$ cat src/rtl/pipeline_hazard_ctrl.sv
// ---------------------------------------------------------------------------
// pipeline_hazard_ctrl
// Hazard controller for the 5-stage RV32I pipeline. Each cycle it drives the
// clear and active-low enable of the IF/ID, ID/EX, EX/MEM and MEM/WB pipeline
// registers and of the PC. It handles the post-reset flush, load-use stalls,
// branch/jump redirects and multi-cycle data-memory waits (with a sticky
// watchdog). It also keeps saturating stall/flush performance counters.
//
// Ports
//   i_hz_clk, i_hz_rst        clock (rising edge), async active-high reset
//   i_hz_id_rs1/rs2           source register indices of the ID instruction
//   i_hz_id_uses_rs1/rs2      ID instruction really reads rs1/rs2
//   i_hz_ex_rd                destination register of the EX instruction
//   i_hz_ex_is_load           EX instruction is a load
//   i_hz_ex_redirect          branch taken / jump resolved in EX
//   i_hz_dmem_req/ready       MEM stage access pending / completing
//   o_hz_*_en_n               PC and stage enables, active-low
//   o_hz_*_clr                synchronous stage clears (override enable)
//   o_hz_state                INIT=0, RUN=1, MEM_WAIT=2
//   o_hz_stall_cnt/flush_cnt  saturating performance counters
//   o_hz_mem_timeout          sticky watchdog flag
// ---------------------------------------------------------------------------
module pipeline_hazard_ctrl #(
  parameter int INIT_CYCLES = 2,
  parameter int TIMEOUT     = 255,
  parameter int CNT_W       = 16
) (
  input  logic             i_hz_clk,
  input  logic             i_hz_rst,
  input  logic [4:0]       i_hz_id_rs1,
  input  logic [4:0]       i_hz_id_rs2,
  input  logic             i_hz_id_uses_rs1,
  input  logic             i_hz_id_uses_rs2,
  input  logic [4:0]       i_hz_ex_rd,
  input  logic             i_hz_ex_is_load,
  input  logic             i_hz_ex_redirect,
  input  logic             i_hz_dmem_req,
  input  logic             i_hz_dmem_ready,
  output logic             o_hz_pc_en_n,
  output logic             o_hz_ifid_en_n,
  output logic             o_hz_idex_en_n,
  output logic             o_hz_exmem_en_n,
  output logic             o_hz_memwb_en_n,
  output logic             o_hz_ifid_clr,
  output logic             o_hz_idex_clr,
  output logic             o_hz_exmem_clr,
  output logic             o_hz_memwb_clr,
  output logic [1:0]       o_hz_state,
  output logic [CNT_W-1:0] o_hz_stall_cnt,
  output logic [CNT_W-1:0] o_hz_flush_cnt,
  output logic             o_hz_mem_timeout
);

  typedef enum logic [1:0] {
    ST_INIT     = 2'd0,
    ST_RUN      = 2'd1,
    ST_MEM_WAIT = 2'd2
  } state_t;

  localparam int IW = (INIT_CYCLES > 1) ? $clog2(INIT_CYCLES) : 1;
  localparam int WW = $clog2(TIMEOUT + 1);
  localparam logic [IW-1:0] INIT_LOAD = IW'(INIT_CYCLES - 1);
  localparam logic [WW-1:0] WAIT_MAX  = WW'(TIMEOUT);

  state_t           r_state;
  state_t           w_nextState;
  logic [IW-1:0]    r_initCnt;
  logic [WW-1:0]    r_wait;
  logic [WW-1:0]    w_waitNext;
  logic [CNT_W-1:0] r_stallCnt;
  logic [CNT_W-1:0] r_flushCnt;
  logic             r_timeout;

  logic w_freeze;
  logic w_loadUse;
  logic w_redirTaken;
  logic w_pcEnN, w_ifidEnN, w_idexEnN, w_exmemEnN, w_memwbEnN;
  logic w_ifidClr, w_idexClr, w_exmemClr, w_memwbClr;

  // A load writing x0 never creates a real dependency.
  assign w_freeze  = i_hz_dmem_req && !i_hz_dmem_ready;
  assign w_loadUse = i_hz_ex_is_load && (i_hz_ex_rd != 5'd0) &&
                     ((i_hz_id_uses_rs1 && (i_hz_id_rs1 == i_hz_ex_rd)) ||
                      (i_hz_id_uses_rs2 && (i_hz_id_rs2 == i_hz_ex_rd)));

  // Mealy control: hazard priority is freeze > redirect > load-use. A redirect
  // hidden behind a freeze is picked up later because EX stays frozen.
  always_comb begin
    w_nextState  = r_state;
    w_redirTaken = 1'b0;
    w_pcEnN      = 1'b0;
    w_ifidEnN    = 1'b0;
    w_idexEnN    = 1'b0;
    w_exmemEnN   = 1'b0;
    w_memwbEnN   = 1'b0;
    w_ifidClr    = 1'b0;
    w_idexClr    = 1'b0;
    w_exmemClr   = 1'b0;
    w_memwbClr   = 1'b0;
    case (r_state)
      ST_RUN, ST_MEM_WAIT: begin
        if (w_freeze) begin
          w_pcEnN    = 1'b1;
          w_ifidEnN  = 1'b1;
          w_idexEnN  = 1'b1;
          w_exmemEnN = 1'b1;
          w_memwbClr = 1'b1;
        end else if (i_hz_ex_redirect) begin
          w_redirTaken = 1'b1;
          w_ifidClr    = 1'b1;
          w_idexClr    = 1'b1;
        end else if (w_loadUse) begin
          w_pcEnN   = 1'b1;
          w_ifidEnN = 1'b1;
          w_idexClr = 1'b1;
        end
        if (r_state == ST_RUN && w_freeze) begin
          w_nextState = ST_MEM_WAIT;
        end else if (r_state == ST_MEM_WAIT && i_hz_dmem_ready) begin
          w_nextState = ST_RUN;
        end
      end
      default: begin
        // INIT (and the unused encoding) holds the whole pipeline cleared.
        w_pcEnN    = 1'b1;
        w_ifidEnN  = 1'b1;
        w_idexEnN  = 1'b1;
        w_exmemEnN = 1'b1;
        w_memwbEnN = 1'b1;
        w_ifidClr  = 1'b1;
        w_idexClr  = 1'b1;
        w_exmemClr = 1'b1;
        w_memwbClr = 1'b1;
        if (r_state != ST_INIT || r_initCnt == '0) begin
          w_nextState = ST_RUN;
        end
      end
    endcase
  end

  // The watchdog counter saturates at TIMEOUT so it cannot wrap back below it.
  assign w_waitNext = (r_state != ST_MEM_WAIT) ? '0 :
                      (r_wait == WAIT_MAX)     ? r_wait : r_wait + WW'(1);

  // State, init countdown, performance counters and the sticky watchdog flag.
  always_ff @(posedge i_hz_clk or posedge i_hz_rst) begin
    if (i_hz_rst) begin
      r_state    <= ST_INIT;
      r_initCnt  <= INIT_LOAD;
      r_wait     <= '0;
      r_stallCnt <= '0;
      r_flushCnt <= '0;
      r_timeout  <= 1'b0;
    end else begin
      r_state <= w_nextState;
      if (r_state == ST_INIT && r_initCnt != '0) begin
        r_initCnt <= r_initCnt - IW'(1);
      end
      r_wait <= w_waitNext;
      if (w_waitNext == WAIT_MAX) begin
        r_timeout <= 1'b1;
      end
      if (r_state != ST_INIT && w_pcEnN && r_stallCnt != '1) begin
        r_stallCnt <= r_stallCnt + CNT_W'(1);
      end
      if (w_redirTaken && r_flushCnt != '1) begin
        r_flushCnt <= r_flushCnt + CNT_W'(1);
      end
    end
  end

  assign o_hz_pc_en_n     = w_pcEnN;
  assign o_hz_ifid_en_n   = w_ifidEnN;
  assign o_hz_idex_en_n   = w_idexEnN;
  assign o_hz_exmem_en_n  = w_exmemEnN;
  assign o_hz_memwb_en_n  = w_memwbEnN;
  assign o_hz_ifid_clr    = w_ifidClr;
  assign o_hz_idex_clr    = w_idexClr;
  assign o_hz_exmem_clr   = w_exmemClr;
  assign o_hz_memwb_clr   = w_memwbClr;
  assign o_hz_state       = r_state;
  assign o_hz_stall_cnt   = r_stallCnt;
  assign o_hz_flush_cnt   = r_flushCnt;
  assign o_hz_mem_timeout = r_timeout;

endmodule

$ cat config.mk
export PLATFORM = sky130hd
export DESIGN_NAME = pipeline_hazard_ctrl
export DESIGN_NICKNAME = d
export VERILOG_FILES = /design/src/rtl/pipeline_hazard_ctrl.sv
export SDC_FILE = /design/constraint.sdc
export NUM_CORES = 1
export LEC_CHECK = 0
export CAP_MARGIN = 10
export CORE_AREA = 4 4 73 75
export DETAILED_ROUTE_END_ITERATION = 7
export DIE_AREA = 0 0 77 79
export PLACE_DENSITY = 0.94
export SYNTH_ARGS = -nofsm -noshare
export SYNTH_HDL_FRONTEND = slang
export SYNTH_SLANG_ARGS = --single-unit
$ cat constraint.sdc
create_clock -name i_hz_clk -period 4.95 [get_ports i_hz_clk]
set_input_delay 0.495 -clock i_hz_clk [delete_from_list [all_inputs] [get_ports i_hz_clk]]
set_output_delay 0.495 -clock i_hz_clk [all_outputs]
set_load 0.02 [all_outputs]
---- Yosys cells after proc, flatten, opt, wreduce, memory -nomap -nowiden ----
Index checks and enable logic that the tools add are counted.
cells by class
  $add $sub $neg .......................... 4
  $mul .................................... 0
  equal/unequal tests ..................... 10
  multiplexer cells ....................... 20
  magnitude comparators ................... 0
  reduce and logical (&&, ||, !) cells .... 20
  bitwise gates (word level) .............. 1
  shifts and indexed selects .............. 0
  div/mod/pow operators ................... 0
operators by type and width
  operator                                             number
  adder 16 x 1 -> 16 bit, second input constant        2
  != test 16 bit, second input constant                2
  equality test 8 bit, second input constant           2
  two-way mux 8 bit                                    2
  two-way mux 1 bit                                    14
  logical AND 1 bit                                    11
  equality test 5 bit                                  2
  adder 8 x 1 -> 8 bit, second input constant          1
  two-way mux 2 bit                                    4
  nonzero test 5 bit                                   1
  nonzero test 2 bit                                   2
  != test 3 bit, second input constant                 1
  equality test 2 x 1 -> 1 bit, second input constant  1
  equality test 2 bit, second input constant           1
  zero test 2 bit                                      1
  logical OR 1 bit                                     2
  != test 2 bit, second input constant                 1
  AND reduction 2 bit                                  1
  OR reduction 2 bit                                   1
  zero test 1 bit                                      1
  inverter 1 bit                                       1
  subtractor 1 bit, second input constant              1
storage, ports and cells
  register bits after elaboration ......... 44
  memories ................................ 0
  latch bits .............................. 0
  input port bits ......................... 23
  bits in read-only memories .............. 0
  memory bits (writable) .................. 0

---- Longest topological paths before layout ----
Gate-level depths: netlist of the first run.
  depth in word-level cells ............... 10
  gate-level depth with buffers ........... 9
  depth with buffers taken out ............ 7

---- Least setup slack after synthesis of the first run ----
Ideal clock, no wire load.
  kind .................................... reg2out
  start ................................... register r_state[0] (netlist: o_hz_state[0])
  end ..................................... output port o_hz_pc_en_n
  arrival time ............................ 1713 ps
  path buffers ............................ 2
  slack ................................... 2742 ps
  required time ........................... 4455 ps
  cell stages (with the launch flop) ...... 7
  path through ............................ dfrtp_1 > inv_1 > ha_1 > buf_2 > nand2_1 > o21bai_1 > buf_4
on the way
  cells in the longest elaborated chain, start to end .. 3
  elaborated cells between the ends (all ways) .. 4
  classes of those cells .................. 2 x eq/ne; 1 x mux; 1 x reduce/logical
RTL lines
  what                                                                 RTL line  source
  start: declaration                                                   65        state_t r_state;
  start signal: assignment                                             155       r_state <= w_nextState;
  equality test 2 x 1 -> 1 bit or equality test 2 bit (tied branches)  --
  OR reduction 2 bit *                                                 --
  two-way mux 1 bit *                                                  --
  end: declaration                                                     39        output logic o_hz_pc_en_n,
Mark *: on every way between the ends. The rest lies on a longest branch, timed or not.

---- Final worst setup path of the first run ----
  start ................................... input port i_hz_ex_rd[2]
  end ..................................... output port o_hz_ifid_en_n
on the way
  cells in the longest elaborated chain, start to end .. 8
  elaborated cells between the ends (all ways) .. 12
  classes of those cells .................. 2 x eq/ne; 4 x mux; 6 x reduce/logical
RTL lines
  what                                           RTL line  source
  start: declaration                             34        input logic [4:0] i_hz_ex_rd,
  equality test 5 bit, on equally long branches  83, 84
  logical AND 1 bit, on equally long branches    83, 84
  logical OR 1 bit                               83        ((i_hz_id_uses_rs1 && (i_hz_id_rs1 == i_hz_ex_rd)) ||
  logical AND 1 bit *                            82        assign w_loadUse = i_hz_ex_is_load && (i_hz_ex_rd != 5'd0) &&
  two-way mux 1 bit *                            112       end else if (w_loadUse) begin
  two-way mux 1 bit *                            108       end else if (i_hz_ex_redirect) begin
  two-way mux 1 bit *                            102       if (w_freeze) begin
  two-way mux 1 bit *                            100       case (r_state)
  end: declaration                               40        output logic o_hz_ifid_en_n,
Marked as above.

==> impl_results.md, run 1 <==
* Result of the run: finished clean
* Most common cell in the synthesized netlist: dfrtp_1
* Worst-case clock buffer depth at 2
* Prevailing post-synth register cell: dfrtp_1
* GPL Wtd Cong at 0.8099
* Count of hold-fix buffers inserted at cts at 0
* Total standard cell area after synthesis at 2327 µm²
* Startpoint of the tightest hold check path: o_hz_mem_timeout$_DFFE_PP0N_
* Max Clk Rate at 319.0 MHz
* CP max FO at 3
* Mapped Avg Cell Area at 9.903 µm²
* Launching instance or port of the critical path: i_hz_ex_rd[2]
* Post-synth EDFFs at 0
* Share of synthesized flip-flops with an asynchronous set or reset at 1.000
* Drt pass-1 iters at 4
* Final ANT Viol Nets at 0
* Routed vias at 2001
* Via count normalized by instance count at 5.621
* Worst hold path class: reg -> reg
* Element type at the critical path start: input port
* Final min period at 3.135 ns
* Worst-Margin Slew at 0.7104 ns
* Setup violations, final at 0
* Violation count after the first detailed-routing iteration at approximately 130
* Post-Synthesis Net Count at between 200 and 300
* Post-CTS Setup Inserts at 0
* Final total negative setup slack at 0 ns
* Die X at 77 µm
* Dominant cells by area after synthesis: dfrtp_1, xnor2_1, xor2_1, nand2_1, nand3_1
* Layout area overhead at 36.13%
* Power per cell area at 519.0 nW/µm²
* Antenna violations before repair at 0
* Final net count at 330
* Post-Syn Instances at 235
* Maximum single-stage delay on the critical path at 0.68 ns
* Area occupied by registers at between 1000 and 1500 µm²
* Clock tree from TritonCTS: built
* Synth unique cells at 40
* Num rows at 25
* Maximum clock skew at final layout at approximately 0.0079 ns
* Count of synthesis-stage warnings from yosys at 0
* Sequential cell area fraction in the yosys report at 0.4737
* Cell at the slowest stage of the critical path: clkdlybuf4s50_1
* Clock root cell: clkbuf_8
* CP endpoint kind: output port
* Slew Limit Headroom at 0.5264
* Kind of critical path: in -> out
* Max-cap violation count at 0
* Number of buffers added by the clock tree synthesis step at 5
* H-tree depth at 2
* Part of the cycle the worst path needs at 0.6334
* Overflow left after global routing at 0
* Buffer and inverter count on the worst path at 2
* Share of layout cells above drive strength 1 at 0.04636
* Final HPWL DP at 4.193 mm
* Cell taking the most area after synthesis: dfrtp_1
* Global-route wire length before repair at 9.466 mm
* Cells resized by post-CTS repair at 0
* DRC Markers at 0
* Area used by multi-input combinational logic at 1145 µm²
* Finished Cell Area at 3168 µm²
* Initial standard-cell utilization of the core at 0.4993
* Post-layout total power at 0.001644 W
* Dominant delay contributor by cell family on the critical path: buffers and inverters
* RSZ-0062 raised after global routing: no
* Area of the placeable core at 4661 µm²
* Maximum ir drop on the vdd rail at ~0.38 mV
* Number of max-slew violations in the final report at 0
* Hold violation count in the final report at 0
* Top cell types by occurrence after synthesis: dfrtp_1, xnor2_1, nand2_1
* R2r startpoint: o_hz_stall_cnt[0]$_DFFE_PP0P_
* Top cell type's share of synthesized area at 0.4624
* Arr. time, crit path at 2.64 ns
* Maximum number of pins on one net before global-route repair at 45
* Static Leakage at 1.271 nW
* Clock slew seen by the registers of the worst setup and hold paths at about 0.080 ns
* Floorplan die height at ~79 µm
* Area enclosed by the die boundary at 6083 µm²
* Latest clock arrival within the worst-skew pair at 0.30 ns
* Synth Register Bits at 44
* I/O pin count at 67
* Via count of the first global-routing pass at about 2000
* Ordered list of cells on the worst path: clkdlybuf4s50_1 -> xnor2_1 -> nand4_1 -> o22ai_1 -> nand2b_1 -> o21bai_1 -> clkdlybuf4s50_1
* Wire per inst at 15.73 µm
* CTS sink cnt at 44
* Area after DPL at 3009 µm²
* Hold WS at 0.4724 ns
* Worst EP required at 4.45 ns
* Total Wirelength at between 5 and 6 mm
* Diodes inserted at 0
* Fillcell total at 338
* Global-route total usage across every layer at 0.1948
* Most common cell on crit path: clkdlybuf4s50_1
* Port Buffer Count at 66
==> registers in the layout (all words and copies together), names as in the netlist <==
name,count
o_hz_flush_cnt,16
o_hz_mem_timeout,1
o_hz_stall_cnt,16
o_hz_state,2
r_initCnt,1
r_wait,8
==> kinds of logic (layout without fill, tap and decap cells) <==
logic type / after synthesis / after routing / share of synthesized area
buf+inv: 15 / 82 / 0.03441
flops: 44 / 44 / 0.4737
xor+xnor: 41 / 41 / 0.1543
simple gates: 102 / 102 / 0.2220
fa+ha+maj: 6 / 6 / 0.03226
mux: 4 / 4 / 0.01882
compound gates: 23 / 23 / 0.06451
==> cells in the final DEF (no fill, tap or decap), drive strengths merged, types with 2 or more instances in the layout <==
| cell | count |
|---|---|
| dfrtp | 43 |
| a31oi | 2 |
| clkdlybuf4s50 | 66 |
| and2 | 2 |
| xor2 | 16 |
| bufinv | 3 |
| o22ai | 3 |
| a21oi | 6 |
| o21ai | 5 |
| ha | 6 |
| inv | 7 |
| nor2b | 6 |
| and3 | 2 |
| clkbuf | 5 |
| nor2 | 17 |
| or3 | 2 |
| nand3 | 17 |
| nor4 | 5 |
| xnor2 | 25 |
| nor3 | 10 |
| o21bai | 2 |
| nand4 | 11 |
| nand2 | 24 |
| mux2 | 3 |
| nand2b | 2 |
==> power by group <==
part / internal [W] / switching, W
clock: 0.000252 / 0.000124
combinational: 0.000335 / 0.000390
sequential: 0.000440 / 0.000103
total: 0.00103 / 0.000617
==> area by class of cell <==
class                      instances  area share
clock buffer                       5     0.02172
tap                               54     0.02133
multi-input combinational        176      0.3614
clock inverter                     3     0.02844
sequential                        44      0.3479
timing repair buffer              67      0.2109
inverter                           7    0.008294
==> worst paths after layout <==
| check | to | slack, ns | cells after the start |
|---|---|---|---|
| worst max-delay path | o_hz_ifid_en_n | 1.81 | 7 |
| worst min-delay path | o_hz_mem_timeout$_DFFE_PP0N_ | 0.47 | 1 |
| worst max register to register | o_hz_stall_cnt[1]$_DFFE_PP0P_ | 2.52 | 6 |
| worst min register to register | o_hz_mem_timeout$_DFFE_PP0N_ | 0.47 | 1 |
| max in group asynchronous | r_initCnt$_DFFE_PP1P_ | 3.93 | 3 |
| min in group asynchronous | o_hz_flush_cnt[7]$_DFFE_PP0P_ | 0.64 | 3 |
==> worst reg2reg max path, delay by kind of cell, from the launching register on <==
kind                       cells  cell delay (ns)
adders and majority gates      1             0.21
DFF                            1             0.42
muxes                          1             0.38
AOI/OAI and AO/OA              1             0.58
and+or+nand+nor                3             0.73
==> routing by layer <==
metal | global-route usage | up-vias | share of wire
met5 | 0 | - | 0
met2 | 0.3362 | 63 | 0.51
met1 | 0.2424 | 979 | 0.43
met4 | 0.07117 | 0 | 0.019
met3 | 0.04082 | 11 | 0.040
li1 | - | 948 | -
==> stage by stage <==
step | util | setup WS, ns | std cells
after floorplan | - | 2.742 | 235
after global placement | 0.6456 | 1.927 | 348
after detailed placement | 0.6456 | 1.839 | 348
after CTS | 0.6797 | 1.838 | 356
after global routing | 0.6797 | 1.719 | 356
final | 0.6797 | 1.815 | 356
No activity file was read; power rests on OpenSTA's default activity.
==> run 2, diff against run 1 <==
--- a/config.mk
+++ b/config.mk
@@ -6,10 +6,10 @@
 export NUM_CORES = 1
 export LEC_CHECK = 0
 export CAP_MARGIN = 10
-export CORE_AREA = 4 4 73 75
+export CORE_AREA = 4 4 79 81
 export DETAILED_ROUTE_END_ITERATION = 7
-export DIE_AREA = 0 0 77 79
-export PLACE_DENSITY = 0.94
+export DIE_AREA = 0 0 83 85
+export PLACE_DENSITY = 0.86
 export SYNTH_ARGS = -nofsm -noshare
 export SYNTH_HDL_FRONTEND = slang
 export SYNTH_SLANG_ARGS = --single-unit
==> constraint.sdc (replaced) <==
create_clock -name i_hz_clk -period 2.6 [get_ports i_hz_clk]
set_input_delay 0.26 -clock i_hz_clk [delete_from_list [all_inputs] [get_ports i_hz_clk]]
set_output_delay 0.26 -clock i_hz_clk [all_outputs]
set_load 0.02 [all_outputs]
==> run 2 against run 1 <==
Critical endpoint is now o_hz_idex_en_n. Setup slack lost 1.4 ns. Register-to-register slack lost 2.1 ns. Utilization shrank 10 points.
==> impl_results.md, run 2 (synthesis results as in run 1) <==
* Antenna violations before repair at 0
* Kind of critical path: reg -> out
* Worst EP required at 2.34 ns
* Overflow left after global routing at 0
* Element type at the critical path start: flip-flop
* Slew Limit Headroom at 0.3441
* Static Leakage at 1.275 nW
* GPL Wtd Cong at 0.8350
* Maximum number of pins on one net before global-route repair at 29
* Number of buffers added by the clock tree synthesis step at 5
* Die X at 83 µm
* Latest clock arrival within the worst-skew pair at just under 0.3 ns
* Most common cell after layout, fill and taps aside: clkdlybuf4s50_1
* Maximum clock skew at final layout at 0.004718 ns
* Clock root cell: clkbuf_8
* CTS sink cnt at 44
* RSZ-0062 raised after global routing: no
* Routed vias at 1986
* Max Clk Rate at 448.1 MHz
* Clock slew seen by the registers of the worst setup and hold paths at 0.08 ns
* Post-CTS Setup Inserts at 0
* Via count normalized by instance count at ~5.3
* Clock tree from TritonCTS: built
* Global-route total usage across every layer at 0.1588
* Area of the placeable core at 5473 µm²
* Area enclosed by the die boundary at 7055 µm²
* Port Buffer Count at 66
* R2r startpoint: o_hz_state[0]$_DFFE_PP0P_
* Share of layout cells above drive strength 1 at 0.04918
* Layout area overhead at 35.43%
* Worst-Margin Slew at ~0.98 ns
* Arr. time, crit path at 1.97 ns
* Violation count after the first detailed-routing iteration at 96
* Diodes inserted at 0
* Drt pass-1 iters at 4
* Final net count at 333
* Final ANT Viol Nets at 0
* Final total negative setup slack at 0 ns
* Initial standard-cell utilization of the core at 0.4252
* I/O pin count at between 60 and 70
* Setup violations, final at 0
* Floorplan die height at 85 µm
* Max-cap violation count at 0
* Highest-count cells in the layout ignoring fill and taps: clkdlybuf4s50_1, dfrtp_1, xnor2_1
* DRC Markers at 0
* Maximum ir drop on the vdd rail at 0.6119 mV
* Worst hold path class: in -> async
* Num rows at 27
* Part of the cycle the worst path needs at 0.8583
* Register-to-Register Path Depth at 7
* Number of max-slew violations in the final report at 0
* Power per cell area at 906.9 nW/µm²
* End of the worst register-to-register path: o_hz_flush_cnt[15]$_DFFE_PP0P_
* CP max FO at 9
* Result of the run: finished clean
* Via count of the first global-routing pass at 2007
* Final cell count without fillers at 377
* Hold violation count in the final report at 0
* Total Wirelength at ~5.4 mm
* Setup slack, reg-to-reg at 0.47 ns
* CP endpoint kind: output port
* Final HPWL DP at 4.143 mm
* Placed cell count at 369
* Worst-case clock buffer depth at 2
* Wire per inst at ~14 µm
* H-tree depth at 2
* Final min period at 2.232 ns
* Global-route wire length before repair at 9.377 mm
run 2: metrics by stage:
stage / total power, W / utilization / setup slack [ns] / area (µm²) / hold slack [ns]
finish: 0.002858 / 0.5759 / 0.3684 / 3152 / 0.3804
global route: 0.003036 / 0.5759 / 0.2711 / 3152 / 0.4550
CTS: 0.002889 / 0.5745 / 0.04083 / 3144 / 0.4015
detailed placement: 0.002438 / 0.5581 / 0.04194 / 3054 / 0.4590
global placement: 0.002404 / 0.5581 / 0.1254 / 3054 / 0.4565
floorplan: 0.001845 / - / 0.4847 / 2327 / 0.4659
run 2: how the worst max path moves through the flow:
| stage | start | to | slack (ns) | cells after the start |
|---|---|---|---|---|
| after floorplan | o_hz_state[0]$_DFFE_PP0P_ | o_hz_flush_cnt[14]$_DFFE_PP0P_ | 0.48 | 8 |
| final | o_hz_state[0]$_DFFE_PP0P_ | o_hz_idex_en_n | 0.37 | 4 |
| after global placement | i_hz_ex_rd[1] | o_hz_pc_en_n | 0.13 | 6 |
| after global routing | o_hz_state[0]$_DFFE_PP0P_ | o_hz_idex_en_n | 0.27 | 4 |
| after CTS | i_hz_ex_rd[2] | o_hz_ifid_en_n | 0.04 | 7 |
| after detailed placement | i_hz_ex_rd[2] | o_hz_ifid_en_n | 0.04 | 7 |
run 2: where the power goes:
| group | leakage (nW) | internal (W) | total, W | switching, W |
|---|---|---|---|---|
| clock | 0.0455 | 0.000217 | 0.000441 | 0.000224 |
| sequential | 0.542 | 0.000838 | 0.00104 | 0.000199 |
| combinational | 0.687 | 0.000651 | 0.00138 | 0.000729 |
| total | 1.27 | 0.00171 | 0.00286 | 0.00115 |
run 2: layout make-up:
type / instances / area, µm²
Fill cell: 491 / 2321
Multi-Input combinational cell: 176 / 1145
Sequential cell: 44 / 1102
Timing Repair Buffer: 70 / 698.2
Clock buffer: 8 / 90.09
Tap cell: 72 / 90.09
Inverter: 7 / 26.28
run 2: repair_timing:
| item | in CTS | in global routing |
|---|---|---|
| resized for setup | 0 | 3 |
| hold buffers | 0 | 0 |
| endpoints found under the setup margin | 0 | 3 |
run 2: critical path: stages (launching register included):
cell	delay, ns
dfrtp_1	0.39
inv_1	0.09
ha_1	0.41
nand2_1	0.16
clkdlybuf4s50_1	0.63
run 2: layer usage:
| layer | routed length (µm) | share of wire | track usage | vias to the layer above |
|---|---|---|---|---|
| met1 | 2442 | 0.45 | 0.2060 | 968 |
| met4 | 44 | 0.0082 | 0.04606 | 0 |
| met2 | 2669 | 0.49 | 0.2660 | 59 |
| met5 | 0 | 0 | 0 | - |
| li1 | - | - | - | 953 |
| met3 | 240 | 0.044 | 0.03689 | 6 |
==> run 3, diff against run 2 <==
--- a/config.mk
+++ b/config.mk
@@ -5,6 +5,7 @@
 export SDC_FILE = /design/constraint.sdc
 export NUM_CORES = 1
 export LEC_CHECK = 0
+export ABC_CLOCK_PERIOD_IN_PS = 2600
 export CAP_MARGIN = 10
 export CORE_AREA = 4 4 79 81
 export DETAILED_ROUTE_END_ITERATION = 7
==> results of run 3 <==
The final DEF is identical to that of run 2; final timing and power are the same.
